## config.mk

```make
export PLATFORM = sky130hd
export DESIGN_NAME = debouncer
export DESIGN_NICKNAME = d
export VERILOG_FILES = /design/src/rtl/debouncer.sv
export SDC_FILE = /design/constraint.sdc
export NUM_CORES = 1
export LEC_CHECK = 0
export CAP_MARGIN = 20
export CORE_AREA = 5 5 71 67
export DETAILED_ROUTE_END_ITERATION = 8
export DIE_AREA = 0 0 76 72
export SYNTH_ARGS = -nofsm -noshare
export SYNTH_HDL_FRONTEND = slang
export SYNTH_SLANG_ARGS = --single-unit
```

## constraint.sdc

```tcl
create_clock -name clk -period 3.2 [get_ports clk]
set_input_delay 0.48 -clock clk [delete_from_list [all_inputs] [get_ports clk]]
set_output_delay 0.48 -clock clk [all_outputs]
set_load 0.03 [all_outputs]
```

## src/rtl/debouncer.sv

```systemverilog
// Multi-bit level debouncer: one shared free-running sample tick, and a
// saturating run-length counter per bit that must see PULSE_CNT_MAX highs in a row.
module debouncer #(
    parameter int WIDTH          = 1,
    parameter int SAMPLE_CNT_MAX = 62500,
    parameter int PULSE_CNT_MAX  = 200
) (
    input  logic             clk,
    input  logic             rst_n,
    input  logic [WIDTH-1:0] glitchy_signal,
    output logic [WIDTH-1:0] debounced_signal
);

    localparam int SW = $clog2(SAMPLE_CNT_MAX);
    localparam int CW = $clog2(PULSE_CNT_MAX + 1);
    localparam logic [SW-1:0] SAMPLE_LAST = SW'(SAMPLE_CNT_MAX - 1);
    localparam logic [CW-1:0] PULSE_FULL  = CW'(PULSE_CNT_MAX);

    logic [SW-1:0]            sample_cnt_q;
    logic [SW-1:0]            sample_cnt_d;
    logic                     tick_s;
    logic [WIDTH-1:0][CW-1:0] cnt_q;
    logic [WIDTH-1:0][CW-1:0] cnt_d;
    logic [WIDTH-1:0]         out_q;
    logic [WIDTH-1:0]         out_d;

    // Shared sample-tick generator, free-running independent of the inputs.
    always_comb begin
        tick_s = (sample_cnt_q == SAMPLE_LAST);
        if (tick_s) begin
            sample_cnt_d = {SW{1'b0}};
        end else begin
            sample_cnt_d = sample_cnt_q + SW'(1);
        end
    end

    // Per-bit run-length counters; the output is decoded from the next count
    // and registered so it changes on the same edge that the count reaches full.
    always_comb begin
        cnt_d = cnt_q;
        out_d = out_q;
        for (int i = 0; i < WIDTH; i++) begin
            if (tick_s) begin
                if (glitchy_signal[i]) begin
                    if (cnt_q[i] < PULSE_FULL) begin
                        cnt_d[i] = cnt_q[i] + CW'(1);
                    end else begin
                        cnt_d[i] = PULSE_FULL;
                    end
                end else begin
                    cnt_d[i] = {CW{1'b0}};
                end
            end else begin
                cnt_d[i] = cnt_q[i];
            end
            out_d[i] = (cnt_d[i] == PULSE_FULL);
        end
    end

    // State registers with asynchronous clear of every partial count and the output.
    always_ff @(posedge clk or negedge rst_n) begin
        if (!rst_n) begin
            sample_cnt_q <= {SW{1'b0}};
            cnt_q        <= '0;
            out_q        <= {WIDTH{1'b0}};
        end else begin
            sample_cnt_q <= sample_cnt_d;
            cnt_q        <= cnt_d;
            out_q        <= out_d;
        end
    end

    assign debounced_signal = out_q;

endmodule
```

==> impl_metrics.py <==
metrics = {
    "placement": {
        "place.detailed.instances": 187,
        "dpl.hpwl_um": 1810,
        "place_area_um2": 1420,
        "pre_cts_slack_ps": 690,
        "portBuffers": 3,
        "gp_congestion": 0.868,
    },
    "clocking": {
        "cts_buffer_depth": 2,
        "cts-htree-levels": 1,
        "clkTransAtPathRegs_ps": 90,
        "cts_buffers": 3,
        "ctsResizeCount": 0,
        "clk_latency_ps": 270,
        "cts-root-buf": "clkbuf_8",
        "numClockSinks": 25,
        "holdBufCountCts": 0,
        "post_cts_buffers": 0,
        "cts_tree": "built",
    },
    "worst_setup_path": {
        "slowest_stage": "or4b_1",
        "worstSetupEndpointType": "flip-flop",
        "crit_path_cell_trace": "ha_1 -> or4b_1 -> nor4_4 -> buf_4 -> a41oi_2 -> a21oi_2 -> nand2_1 -> nor4_2",
        "criticalPathCategory": "reg2reg",
        "cp_data_arrival_time_ps": 2690,
        "critPathMaxFanout": 22,
        "critPathMaxStageDelay_ps": 500,
        "cp.required_ps": 3380,
        "crit_family": "simple AND/OR/NAND/NOR gates",
        "startpoint_type": "flip-flop",
        "critPathBufInv": 1,
    },
    "grt": {
        "grt.overflow.total": 0,
        "antenna_found_initial": 0,
        "grtUsageTotal_pct": 9.24,
        "grt_pass1_vias": 953,
        "grt_pass1_wl_um": 4260,
        "grt_max_degree": 23,
    },
    "detailed_routing": {
        "drt_first_pass_iters": 4,
        "drc": 0,
        "final_antenna_net_count": 0,
        "via_count": 977,
        "detail_route.wl_per_cell_um": 12.8,
        "first_iter_violations": 37,
        "viasPerCell": 5.12,
        "wl_um": 2450,
    },
    "status": {
        "status": "complete, no violations",
    },
    "timing": {
        "hold_ws_ps": 490,
        "rsz0062_at_grt": "false",
        "fmax_mhz": 398,
        "fin_ws_ps": 690,
        "post-route-period-util_pct": 78.4,
        "tightest_slew_ps": 524,
        "slew_headroom_pct": 64.7,
        "finalSetupTns_ps": 0,
        "slew_violations": 0,
        "clock-skew-final_ps": 9.63,
        "setup_violations": 0,
        "hold_viol": 0,
        "post-route-min-period_ps": 2510,
    },
    "die": {
        "fp-row-count": 22,
        "ios": 4,
        "die_h_um": 72,
        "start_util_pct": 33.7,
        "die_width_um": 76,
        "dieArea_um2": 5470,
        "core_um2": 3940,
    },
    "power_and_ir_drop": {
        "power_leakage_nw": 0.615,
        "power_mw": 0.518,
        "power.density_nw_per_um2": 354,
        "ir_worst_vdd_mv": 0.229,
    },
    "synth": {
        "netlist_instances": 137,
        "syn_area_um2": 1330,
        "synth_seq_area_share_pct": 47.1,
        "avgSynthCellArea_um2": 9.69,
        "yosys-top-cells-area": "dfrtp_1, nand2_1, xnor2_1, xor2_1, nor2_1",
        "ys_types": 38,
        "yosysTopAreaCellShare_pct": 47.1,
        "ys_warn_count": 0,
        "yosys_register_bits": 25,
        "synth_nets": 142,
        "synth_area_leader_cell": "dfrtp_1",
    },
    "final_layout": {
        "fin_cells": 191,
        "drive_above_1_share_pct": 9.79,
        "utilization_pct": 37.2,
        "design_area_um2": 1470,
        "num-fill-cells": 398,
        "area_growth_pct": 10.4,
        "n_antenna_cell": 0,
        "nets": 149,
    },
    "worst_hold_path": {
        "hold_path_class": "reg2reg",
    },
    "run": {
        "drv_cap": 0,
    },
}
==> state kept, by name, indices dropped and copies added (netlist names) <==
signal	flops
sample_cnt_q	16
debounced_signal	1
cnt_q	8
==> worst paths after layout <==
path / startpoint / to / slack [ps] / cells past startpoint
worst max-delay path: sample_cnt_q[0] / debounced_signal / 690 / 8
worst min-delay path: sample_cnt_q[0] / sample_cnt_q[0] / 490 / 1
worst max register to register: sample_cnt_q[0] / debounced_signal / 690 / 8
worst min register to register: sample_cnt_q[0] / sample_cnt_q[0] / 490 / 1
max in group asynchronous: rst_n / debounced_signal / 2090 / 2
min in group asynchronous: rst_n / sample_cnt_q[5] / 530 / 1
==> Yosys cell counts (all sizes together) <==
cell type,count
and2,1
xor2,7
and3,4
nand2,18
dfrtp,25
nor4,3
nand3,11
or3,1
o311ai,2
nand2b,3
nor2,16
or2,1
a41oi,2
clkbuf,1
o31ai,2
a2bb2oi,1
xnor2,7
o41ai,1
or4bb,1
nor2b,1
mux2i,1
nor4bb,1
ha,2
o21ai,6
nand4,2
a21oi,7
nor3,2
and4,1
buf,2
or4b,2
inv,3
==> cells by family after synthesis <==
logic type / Yosys count / share of synthesized area (%)
mux: 1 / 0.754
buf+inv: 6 / 2.07
compound gates: 21 / 11.1
fa+ha+maj: 2 / 1.88
simple gates: 68 / 27.8
flops: 25 / 47.1
xor+xnor: 14 / 9.24
==> where the power goes <==
group / switching [mW] / internal (mW) / total (mW) / leakage (nW)
combinational: 0.00752 / 0.00348 / 0.0110 / 0.279
clock: 0.103 / 0.0882 / 0.192 / 0.0217
sequential: 0 / 0.316 / 0.316 / 0.314
total: 0.111 / 0.407 / 0.518 / 0.615
==> cell type report <==
type | count | area (um2) | share of cell area (%)
multi-input combinational | 106 | 674 | 46.0
sequential | 25 | 626 | 42.7
tap | 48 | 60.1 | 4.10
timing repair buffer | 5 | 45.0 | 3.07
clock buffer | 3 | 41.3 | 2.82
inverter | 3 | 11.3 | 0.769
clock inverter | 1 | 7.51 | 0.512
==> cell usage in the layout (no fill, tap or decap), drive strengths merged, types with 2 or more instances in the layout <==
cell type and n:
a21oi 7, a41oi 2, and3 4, buf 2, clkbuf 3, clkdlybuf4s50 3
dfrtp 25, ha 2, inv 3, nand2 18, nand2b 3, nand3 11
nand4 2, nor2 16, nor3 2, nor4 3, o21ai 6, o311ai 2
o31ai 2, or4b 2, xnor2 7, xor2 7
==> per-layer routing <==
metal | up-vias | track usage, % | part of all wire (%)
met1 | 464 | 12.3 | 53
li1 | 496 | - | -
met2 | 13 | 15.3 | 44
met5 | - | 0 | 0
met4 | 0 | 4.15 | 1.6
met3 | 4 | 0.868 | 1.9
No activity file was read; power rests on OpenSTA's default activity.
